$ cat config.mk
export PLATFORM = sky130hd
export DESIGN_NAME = joy_serializer_flat
export DESIGN_NICKNAME = d
export VERILOG_FILES = /design/src/rtl/joy_serializer_if.sv /design/src/rtl/joy_serializer.sv /design/src/flat_wrapper.sv
export SDC_FILE = /design/constraint.sdc
export NUM_CORES = 1
export LEC_CHECK = 0
export CORE_MARGIN = 4
export CORE_UTILIZATION = 40
export CTS_BUF_LIST = sky130_fd_sc_hd__clkbuf_8
export DETAILED_ROUTE_END_ITERATION = 8
export PLACE_DENSITY = 0.58
export SYNTH_ARGS = -nofsm -noshare
export SYNTH_HDL_FRONTEND = slang
export SYNTH_SLANG_ARGS = --single-unit
$ cat constraint.sdc
create_clock -name clk -period 1.6 [get_ports clk]
set_clock_uncertainty 0.2 [all_clocks]
set_input_delay 0.16 -clock clk [delete_from_list [all_inputs] [get_ports clk]]
set_output_delay 0.16 -clock clk [all_outputs]
set_load 0.01 [all_outputs]
$ cat src/rtl/joy_serializer_if.sv
// Serial joystick link between decoder (master) and shift-board responder (slave).
// Latency: none, plain wires.
// Backpressure: none; the master paces the link with joy_clk / joy_load_n.
interface joy_serializer_if;
  logic joy_clk;     // shift clock from the decoder
  logic joy_load_n;  // parallel load, active-low
  logic joy_data;    // serial data back to the decoder

  modport master (output joy_clk, output joy_load_n, input joy_data);
  modport slave  (input joy_clk, input joy_load_n, output joy_data);
endinterface

$ cat src/rtl/joy_serializer.sv
// Two-pad '165-style shift board: debounced button snapshot, MSB-first on joy_clk.
// Latency: load -> joy_data 3 clk, joy_clk rise -> joy_data 3 clk, buttons DEBOUNCE_CYCLES+3 clk.
// Backpressure: none; the decoder owns the pacing, extra shift edges clock out 1s.
module joy_serializer #(
  parameter int DEBOUNCE_CYCLES = 1000,
  parameter int FRAME_BITS      = 16
) (
  input  logic              clk,
  input  logic              reset_n,
  input  logic [5:0]        joy1_n,
  input  logic [5:0]        joy2_n,
  joy_serializer_if.slave   link,
  output logic [11:0]       buttons_n,
  output logic              frame_strobe
);

  localparam int CNT_W = $clog2(FRAME_BITS + 1);

  // The second load_n synchronizer stage doubles as the state register:
  // synced load_n = 0 means LOAD, 1 means SHIFT.
  typedef enum logic {ST_LOAD = 1'b0, ST_SHIFT = 1'b1} state_t;

  logic [11:0]      btn_s1_q, btn_s2_q;
  logic             load_s1_q;
  state_t           state_q;
  logic             jclk_s1_q, jclk_s2_q, jclk_s3_q;
  logic             jclk_rise;
  logic [11:0]      stable_n;
  logic [15:0]      snapshot;
  logic [15:0]      sr_q, sr_d;
  logic [CNT_W-1:0] bit_cnt_q, bit_cnt_d;
  logic             strobe_q, strobe_d;
  logic             joy_data_q;

  // Two-flop synchronizers for buttons and load, three flops on joy_clk for edge detect.
  always_ff @(posedge clk or negedge reset_n) begin
    if (!reset_n) begin
      btn_s1_q  <= '1;
      btn_s2_q  <= '1;
      load_s1_q <= 1'b1;
      state_q   <= ST_SHIFT;
      jclk_s1_q <= 1'b1;
      jclk_s2_q <= 1'b1;
      jclk_s3_q <= 1'b1;
    end else begin
      btn_s1_q  <= {joy2_n, joy1_n};
      btn_s2_q  <= btn_s1_q;
      load_s1_q <= link.joy_load_n;
      state_q   <= load_s1_q ? ST_SHIFT : ST_LOAD;
      jclk_s1_q <= link.joy_clk;
      jclk_s2_q <= jclk_s1_q;
      jclk_s3_q <= jclk_s2_q;
    end
  end

  assign jclk_rise = jclk_s2_q & ~jclk_s3_q;

  generate
    if (DEBOUNCE_CYCLES == 0) begin : g_no_db
      assign stable_n = btn_s2_q;
    end else begin : g_db
      localparam int DB_W = $clog2(DEBOUNCE_CYCLES + 1);
      localparam logic [DB_W-1:0] DB_MAX = DB_W'(DEBOUNCE_CYCLES);

      logic [DB_W-1:0] db_cnt_q [12];
      logic [11:0]     stable_q;

      // Per-button counter: the stable value only moves after the synced input
      // has disagreed with it for DEBOUNCE_CYCLES consecutive clocks.
      always_ff @(posedge clk or negedge reset_n) begin
        if (!reset_n) begin
          stable_q <= '1;
          for (int i = 0; i < 12; i++) db_cnt_q[i] <= '0;
        end else begin
          for (int i = 0; i < 12; i++) begin
            if (btn_s2_q[i] == stable_q[i]) begin
              db_cnt_q[i] <= '0;
            end else if (db_cnt_q[i] == DB_MAX) begin
              stable_q[i] <= btn_s2_q[i];
              db_cnt_q[i] <= '0;
            end else begin
              db_cnt_q[i] <= db_cnt_q[i] + DB_W'(1);
            end
          end
        end
      end

      assign stable_n = stable_q;
    end
  endgenerate

  // Frame order, bit 15 first: j1 {up,down,left,right,fire1,fire2}, 11, j2 same, 11.
  assign snapshot = {stable_n[0], stable_n[1], stable_n[2], stable_n[3],
                     stable_n[4], stable_n[5], 2'b11,
                     stable_n[6], stable_n[7], stable_n[8], stable_n[9],
                     stable_n[10], stable_n[11], 2'b11};

  // Next-state for the shift register: transparent reload while loading,
  // otherwise shift in 1s on joy_clk rises with a saturating bit counter.
  always_comb begin
    sr_d      = sr_q;
    bit_cnt_d = bit_cnt_q;
    strobe_d  = 1'b0;
    case (state_q)
      ST_LOAD: begin
        sr_d      = snapshot;
        bit_cnt_d = '0;
      end
      ST_SHIFT: begin
        if (jclk_rise) begin
          sr_d = {sr_q[14:0], 1'b1};
          if (bit_cnt_q != CNT_W'(FRAME_BITS)) begin
            bit_cnt_d = bit_cnt_q + CNT_W'(1);
            strobe_d  = (bit_cnt_q == CNT_W'(FRAME_BITS - 1));
          end
        end
      end
      default: begin
        sr_d      = '1;
        bit_cnt_d = '0;
      end
    endcase
  end

  // joy_data is registered from the next MSB so it always mirrors sr_q[15].
  always_ff @(posedge clk or negedge reset_n) begin
    if (!reset_n) begin
      sr_q       <= '1;
      bit_cnt_q  <= '0;
      strobe_q   <= 1'b0;
      joy_data_q <= 1'b1;
    end else begin
      sr_q       <= sr_d;
      bit_cnt_q  <= bit_cnt_d;
      strobe_q   <= strobe_d;
      joy_data_q <= sr_d[15];
    end
  end

  assign link.joy_data = joy_data_q;
  assign buttons_n     = stable_n;
  assign frame_strobe  = strobe_q;

endmodule

$ cat src/flat_wrapper.sv
// flat-port wrapper written by rule: the top's interface ports become plain ports
module joy_serializer_flat 
#(
  parameter int DEBOUNCE_CYCLES = 1000,
  parameter int FRAME_BITS      = 16
)
  (clk, reset_n, joy1_n, joy2_n, buttons_n, frame_strobe, link_joy_clk, link_joy_load_n, link_joy_data);
  joy_serializer_if link_i ();
  input  logic clk;
  input  logic reset_n;
  input  logic [5:0] joy1_n;
  input  logic [5:0] joy2_n;
  output logic [11:0] buttons_n;
  output logic frame_strobe;
  input wire logic [$bits(link_i.joy_clk)-1:0] link_joy_clk;
  input wire logic [$bits(link_i.joy_load_n)-1:0] link_joy_load_n;
  output wire logic [$bits(link_i.joy_data)-1:0] link_joy_data;
  assign link_i.joy_clk = link_joy_clk;
  assign link_i.joy_load_n = link_joy_load_n;
  assign link_joy_data = link_i.joy_data;
  joy_serializer #(.DEBOUNCE_CYCLES(DEBOUNCE_CYCLES), .FRAME_BITS(FRAME_BITS)) u_core (.clk(clk), .reset_n(reset_n), .joy1_n(joy1_n), .joy2_n(joy2_n), .link(link_i), .buttons_n(buttons_n), .frame_strobe(frame_strobe));
endmodule
==> run summary, run 1 <==
The instance area after placement came out at 9781 sq um. Wires add up to 16150 um. The synthesized netlist cell count is 806, and the number of clock sinks seen by CTS is 181. On the critical path the largest part of the delay comes from simple AND/OR/NAND/NOR gates.

Data on the critical path arrives at its endpoint at 1.85 ns. The final layout contains 1032 nets. The run finished, with violations left.

The detailed-route vias per instance was 4.873. The clock tree synthesis step divided the H-tree into 4 levels. In this run the remaining antenna-violating nets after routing total 0. The remaining design rule violation count is 0. After the first detailed-routing iteration, the DRC count stood at 233. After floorplanning, the core was sized to cover 20430 sq um. The tools report the initial antenna violation count as 0. Top achievable clock speed: 0.6007 GHz.

Summed over all layers, the global routing overflow is 0. Start point of the critical path: u_core.g_db.db_cnt_q[30]. Number of buffers created by CTS: 17. Setup repair after global routing could not meet its margin everywhere.

Yosys warning count: 0. The library cell occupying the most area in the post-synthesis netlist is sky130_fd_sc_hd__dfrtp_1. The distinct cell type count after synthesis is 48, and the total power density per cell area is 792.3 nW/um^2. After synthesis the cells add up to 8366 sq um.

The async set-or-reset flop fraction in the synthesized netlist is 1.000, and the placer's final routability congestion estimate is 0.7814. Entering global routing, the biggest net connects 43 pins. Among all flip-flop cells after synthesis, the most frequent one is sky130_fd_sc_hd__dfrtp_1.

By area the synthesized netlist is led by sky130_fd_sc_hd__dfrtp_1, sky130_fd_sc_hd__dfstp_2, sky130_fd_sc_hd__nor2_1. The logs give 17 for the final number of setup-violating endpoints and -0.06478 ns for the worst-case setup margin in the final layout. The floorplan has 52 rows. The static leakage was 0.004829 uW; the maximum resistive drop on vdd was 0.4879 mV. Clock tree synthesis selected as its root buffer the cell sky130_fd_sc_hd__clkbuf_8. On the worst path, the slowest cell contributes a delay of 0.42 ns.

The final critical-path share of the clock period was 1.040. From bottom edge to top edge, the die measures 152.6 um. The die outline area came out at 23290 sq um.

Counting along the longest clock path gives a buffer depth of 2. The path class of the tightest hold or removal check is flop to flop. In this run the most critical hold path is launched from u_core.btn_s1_q[3]. The logs give 0.4095 for the starting density of the core and 0 for the number of diodes. Counting every net in the synthesized netlist gives 849. The global-route usage over all layers was 0.1359. For the sum of internal, switching and leakage power, the log shows 8767 uW. The tools report the number of global-route vias before repair as 5865.

STA classifies the critical path startpoint as a flop. The checks that failed: negative setup slack. Type of element capturing the critical path: a flop. In this run the tool buffered the top-level ports with 29 buffer cells. The launching point of the worst reg2reg path was u_core.g_db.db_cnt_q[30].

The first TritonRoute pass finished after 4 iterations. The signal on the critical path passes through inv_1 > ha_2 > nor4b_4 > nand3_1 > mux2_2. In this run the count of I/O pins placed on the die edge is 30.

After legalization and detailed placement, the total HPWL measured 10640 um. Hold is met by 0.1532 ns. The total negative setup slack is -0.3669 ns. Yosys mapped a number of flops with a built-in enable equal to 0. The run gives -0.09402 ns as the pre-CTS setup slack.

Each instance of the synthesized netlist takes up on average 10.38 sq um. The register area share after synthesis came out at 0.5497. Counting flops and latches in the post-synthesis netlist gives 181.

The layout cell share with drive strength beyond 1 came out at 0.3593. Data on the critical path is required at its endpoint by 1.78 ns. For the pin with the worst max-slew slack, the measured transition is 0.5324 ns. By count the netlist is led by sky130_fd_sc_hd__nor2_1, sky130_fd_sc_hd__dfrtp_1, sky130_fd_sc_hd__nand2_1, sky130_fd_sc_hd__dfstp_2. The max-slew violation count came out at 0. The critical path buffer and inverter count is 1.

The slowest cell on the critical path is sky130_fd_sc_hd__dfrtp_1. From synthesis to final layout, the design area changed by 32.28%. Measured along the x axis, the die boundary spans 152.6 um.

TritonCTS built the clock tree. Clock latency on the worst-skew pair, taken at its later pin, is 0.45 ns. The share of the synthesized area in the top cell type was 0.3769. The finished cells cover 11070 sq um. The worst slew margin relative to its limit was 0.6425. By instance count, the leading cell after synthesis is sky130_fd_sc_hd__nor2_1. The maximum fanout along the worst path came out at 4. After detailed routing, the average wire length per cell comes to 12.70 um. The routed layout has 6199 vias. The max-cap violation count is 0. The clock-pin slew reported for the worst setup and hold paths after clock tree synthesis is 0.10 ns.

The shortest clock period the worst path allows after layout is 1.665 ns. The run gives 26870 um as the wire length of the first global-routing pass. The number of hold violations in the final report came out at 0. The type of the setup path with the least slack is flop to flop.
[layout make-up]
type / count / area [sq um]
clock buffer: 18 / 247.7
timing repair buffer: 173 / 1451
tap: 270 / 337.8
clock inverter: 14 / 137.6
sequential: 181 / 4599
inverter: 45 / 168.9
fill: 1821 / 9364
multi-input combinational: 571 / 4123
[report_power, final]
part | total, uW | switching [uW] | internal [uW] | leakage, uW
registers | 4860 | 100 | 4760 | 0.00230
clock network | 3070 | 1650 | 1420 | 0.000202
logic | 832 | 423 | 409 | 0.00232
total | 8770 | 2170 | 6590 | 0.00483
[path summary, 6_finish.rpt]
check / endpoint / slack, ns / cells past startpoint
setup / recovery: u_core.buttons_n[8] / -0.06 / 5
hold / removal: u_core.btn_s2_q[3] / 0.15 / 0
setup reg to reg: u_core.buttons_n[8] / -0.06 / 5
hold reg to reg: u_core.btn_s2_q[3] / 0.15 / 0
max in group asynchronous: u_core.buttons_n[9] / 0.08 / 4
min in group asynchronous: u_core.g_db.db_cnt_q[88] / 0.49 / 3
[metal layers]
layer / up-vias / track usage / wire length [um]
met1: 2996 / 0.1900 / 8001
met2: 53 / 0.2116 / 7553
met4: 0 / 0.03776 / 175
met3: 15 / 0.03437 / 420
li1: 3135 / - / -
met5: - / 0 / 0
[cell usage in the layout, fill, tap and decap left out, types with 5 or more instances in the layout]
master,n
sky130_fd_sc_hd__and3_4,7
sky130_fd_sc_hd__dfrtp_1,125
sky130_fd_sc_hd__buf_2,13
sky130_fd_sc_hd__dfstp_2,55
sky130_fd_sc_hd__xor2_1,50
sky130_fd_sc_hd__nand2_4,5
sky130_fd_sc_hd__and3_1,15
sky130_fd_sc_hd__ha_2,12
sky130_fd_sc_hd__inv_1,45
sky130_fd_sc_hd__and4_1,7
sky130_fd_sc_hd__nor2_4,12
sky130_fd_sc_hd__nor2_2,27
sky130_fd_sc_hd__clkbuf_8,19
sky130_fd_sc_hd__buf_6,14
sky130_fd_sc_hd__buf_4,110
sky130_fd_sc_hd__nand4_1,26
sky130_fd_sc_hd__o21ai_0,6
sky130_fd_sc_hd__ha_1,12
sky130_fd_sc_hd__xnor2_1,27
sky130_fd_sc_hd__dlygate4sd3_1,16
sky130_fd_sc_hd__nand2_1,60
sky130_fd_sc_hd__nand3_2,6
sky130_fd_sc_hd__or3_1,10
sky130_fd_sc_hd__nand3_1,45
sky130_fd_sc_hd__and4bb_2,6
sky130_fd_sc_hd__a21oi_1,16
sky130_fd_sc_hd__a31oi_1,26
sky130_fd_sc_hd__nand3b_1,8
sky130_fd_sc_hd__clkdlybuf4s50_1,14
sky130_fd_sc_hd__nor2_1,101
sky130_fd_sc_hd__mux2_4,10
[what timing repair did]
action	in CTS	in global routing
resized for setup	79	124
pin swaps	18	72
setup buffers	17	13
hold buffers	16	0
endpoints found under the setup margin	66	137
endpoints found under the hold margin	191	0
[sequential cells by signal, summed over array words and instances (netlist names)]
name / count
u_core.bit_cnt_q: 5
u_core.btn_s1_q: 12
u_core.btn_s2_q: 12
u_core.buttons_n: 12
u_core.frame_strobe: 1
u_core.g_db.db_cnt_q: 120
u_core.jclk_s1_q: 1
u_core.jclk_s2_q: 1
u_core.jclk_s3_q: 1
u_core.load_s1_q: 1
u_core.sr_q: 14
u_core.state_q: 1
[logic make-up (layout without fill, tap and decap cells)]
| logic type | count (synthesis) | in the layout | share of synthesized area |
|---|---|---|---|
| and+or+nand+nor | 365 | 365 | 0.2148 |
| DFF | 181 | 181 | 0.5497 |
| muxes | 14 | 14 | 0.01855 |
| AOI/OAI and AO/OA | 85 | 85 | 0.06805 |
| adders and majority gates | 27 | 27 | 0.04038 |
| buffers and inverters | 54 | 250 | 0.02483 |
| xor gates and xnor gates | 80 | 80 | 0.08376 |
[through the flow]
stage                     instances    util
after floorplan                 806       -
after global routing           1272  0.5416
after detailed placement       1194  0.4787
final                          1272  0.5416
after CTS                      1259  0.5135
after global placement         1194  0.4787
Note: power is estimated with default switching activity, not from simulation.
==> run 2, diff against run 1 <==
- CTS_BUF_LIST: sky130_fd_sc_hd__clkbuf_8 -> sky130_fd_sc_hd__clkbuf_16
- SKIP_LAST_GASP: default -> 1
==> run 2 against run 1 <==
Against the previous run: the run still ends with negative setup slack left; worst hold slack improved by 0.0012 ns; non-clock buffer count did not move; maximum frequency fell by 1.3%; critical path depth did not move; sequential cell count did not move; cell area rose by 2.3%; die area did not move; total power rose by 12%; critical endpoint unchanged; largest cell class unchanged.
==> run summary, run 2 (synthesis results as in run 1) <==
Number of global-route vias before repair: 5863. Entering global routing, the biggest net connects 43 pins. For the maximum resistive drop on vdd, the log shows 0.5921 mV. The routed layout has 6179 vias. At the worst endpoint, the required time is 1.75 ns.

The starting density of the core came out at 0.4095. The clock-pin slew reported for the worst setup and hold paths after clock tree synthesis was 0.07 ns. In this run the remaining antenna-violating nets after routing total 0. The static leakage came out at 0.004886 uW.

The area taken by multi-input logic gates is 4144 sq um. The region available for standard cell placement spans 20430 sq um. The logs give 4 for the number of H-tree branching levels and 7467 uW for the internal cell power. The tools report the total iterations of the first detailed-routing run as 4.

TritonCTS created 17 clock buffers. The shortest clock period the worst path allows after layout was 1.687 ns. At the later pin of the worst-skew pair, clock insertion delay measures 0.43 ns. After detailed routing, the number of remaining DRC violations is 0. The tree built by TritonCTS fans out to 181 sinks. The worst register-to-register path has a setup slack of -0.09 ns. The library cells used most frequently in the layout, excluding fill and tap cells, are sky130_fd_sc_hd__dfrtp_1, sky130_fd_sc_hd__buf_4, sky130_fd_sc_hd__nor2_1.

The max-cap violation count was 0; the transition time at the pin with the least slew margin was 0.4688 ns. The placer's final routability congestion estimate was 0.7814; the total number of placement rows was 52. The worst setup path is captured at a flop. The run gives 0 as the max-slew violation count. At the end of the flow, the number of nets in the layout was 1032.

The launching point of the worst reg2reg path is u_core.g_db.db_cnt_q[30]. The number of diodes came out at 0. For the final number of setup-violating endpoints, the log shows 26.

The power dissipated by switching net loads was 2317 uW. The run gives 0 as the number of hold violations in the final report. The horizontal extent of the die is 152.6 um, and the worst-case setup margin in the final layout is -0.08693 ns. The number of flip-flops in the largest register was 120; the number of instances on the worst hold path was 0. Worst min-delay path class: flop to flop.

The die is 152.6 um tall. Timing analysis after detailed placement gives a worst setup slack of -0.09402 ns. The switching portion of total power came out at 0.2368.

The final reports fail on negative setup slack. The flow ran to the end, but the final reports show violations. Timing would allow up to 0.5928 GHz. Most common cell after layout, fill and taps aside: sky130_fd_sc_hd__dfrtp_1. For this block, the initial DRC count from the detailed router was 240.

The endpoint of the worst hold-timing path was u_core.btn_s2_q[3]. The launching element type of the critical path was a flop. The initial antenna violation count was 0. Dividing total power by cell area gives a power density of 864.0 nW/um^2. The layout cell share with drive strength beyond 1 works out to 0.3643. The origin of the worst min-delay path was u_core.btn_s1_q[3]. Detailed placement finished with a half-perimeter wire length of 10640 um. The first global-routing pass estimated 27040 um of wire. Worst slew margin relative to its limit: 0.6852.

The run gives 2 as the maximum clock insertion buffer count. The largest registers in the layout are u_core.g_db.db_cnt_q: 120 flops, u_core.sr_q: 14 flops. The final critical-path share of the clock period is 1.054, and the post-route worst hold slack is 0.1544 ns. The number of I/O port buffers came out at 29. Type of the setup path with the least slack: flop to flop.

The run gives 0.498 as the share of power burned in registers. The average wire per standard cell works out to 12.90 um. The total I/O pin count was 30; the data arrival at the endpoint of the critical path was 1.84 ns. The global-route usage over all layers was 0.1373; the logic depth of the worst register-to-register path was 5.

The routed design has 16400 um of wire. For the overflow left after global routing, the log shows 0. Setup repair after global routing could not meet its margin everywhere. The maximum fanout along the worst path was 4.

TritonCTS built the clock tree. The detailed-route vias per instance is 4.858. The run gives 0.086 as the combinational share of power. The register with the most flip-flops is u_core.g_db.db_cnt_q. Area growth from synthesis to layout: 35.37%.

The tools report the power share of the clock group as 0.416. In this run the clock root is driven by a sky130_fd_sc_hd__clkbuf_16. The die covers 23290 sq um. After filler insertion, the fill cell instance count of the layout stands at 1786. The destination of the worst register-to-register timing path is u_core.buttons_n[8].

The sequential cells in the finished layout cover a total of 4599 sq um.
==> run 2: worst max path at each step <==
stage	startpoint	to	slack, ns	cells after the start
2_1_floorplan	u_core.g_db.db_cnt_q[40]	u_core.g_db.db_cnt_q[42]	-0.04	7
3_3_place_gp	u_core.g_db.db_cnt_q[10]	u_core.g_db.db_cnt_q[15]	-0.03	5
3_5_place_dp	u_core.g_db.db_cnt_q[70]	u_core.g_db.db_cnt_q[79]	-0.09	5
4_1_cts	u_core.buttons_n[1]	buttons_n[1]	-0.09	1
5_1_grt	u_core.g_db.db_cnt_q[30]	u_core.buttons_n[8]	-0.21	5
6_report	u_core.g_db.db_cnt_q[30]	u_core.buttons_n[8]	-0.09	5
==> run 2: power by group through the flow <==
| stage | registers [uW] | logic [uW] | clock network, uW |
|---|---|---|---|
| after global placement | 4940 | 704 | 0 |
| after floorplan | 4950 | 301 | 0 |
| after detailed placement | 4940 | 711 | 0 |
| final | 4870 | 843 | 4070 |
| after global routing | 4890 | 953 | 4380 |
| after CTS | 4870 | 760 | 4200 |
==> run 2: layout make-up <==
class | instances | share of cell area
Clock buffer | 17 | 0.03756
Clock inverter | 15 | 0.01248
Inverter | 45 | 0.01492
Multi-Input combinational cell | 571 | 0.3659
Sequential cell | 181 | 0.4061
Tap cell | 270 | 0.02983
Timing Repair Buffer | 173 | 0.1331
==> run 2: per-stage QoR <==
stage / utilization / TNS, ns / std cells / instance area, sq um / total power (uW)
2_1_floorplan: - / -0.2640 / 806 / 8403 / 5250
3_3_place_gp: 0.4787 / -0.3309 / 1194 / 9781 / 5644
3_5_place_dp: 0.4787 / -1.483 / 1194 / 9781 / 5656
4_1_cts: 0.5258 / -0.3066 / 1258 / 10740 / 9830
5_1_grt: 0.5543 / -6.236 / 1272 / 11320 / 10230
6_report: 0.5543 / -1.059 / 1272 / 11320 / 9784
==> run 2: layer usage <==
layer / track usage / wire length (um) / vias to the layer above / part of all wire
met1: 0.1906 / 8123 / 2962 / 0.50
met4: 0.04412 / 217 / 0 / 0.013
met3: 0.03380 / 444 / 14 / 0.027
met2: 0.2129 / 7618 / 64 / 0.46
met5: 0 / 0 / - / 0
li1: - / - / 3139 / -
==> run 2: worst max-delay path: stages (launching register included) <==
cell,delay (ns)
sky130_fd_sc_hd__dfrtp_1,0.42
sky130_fd_sc_hd__inv_1,0.07
sky130_fd_sc_hd__ha_2,0.17
sky130_fd_sc_hd__nor4b_4,0.28
sky130_fd_sc_hd__nand3_1,0.15
sky130_fd_sc_hd__mux2_4,0.32
==> run 2: what timing repair did <==
action / in CTS / in global routing
pin swaps: 20 / 74
endpoints found under the setup margin: 66 / 141
hold buffers: 16 / 0
gates resized for setup: 68 / 132
buffers inserted: 16 / 14
hold endpoints to repair: 189 / 0
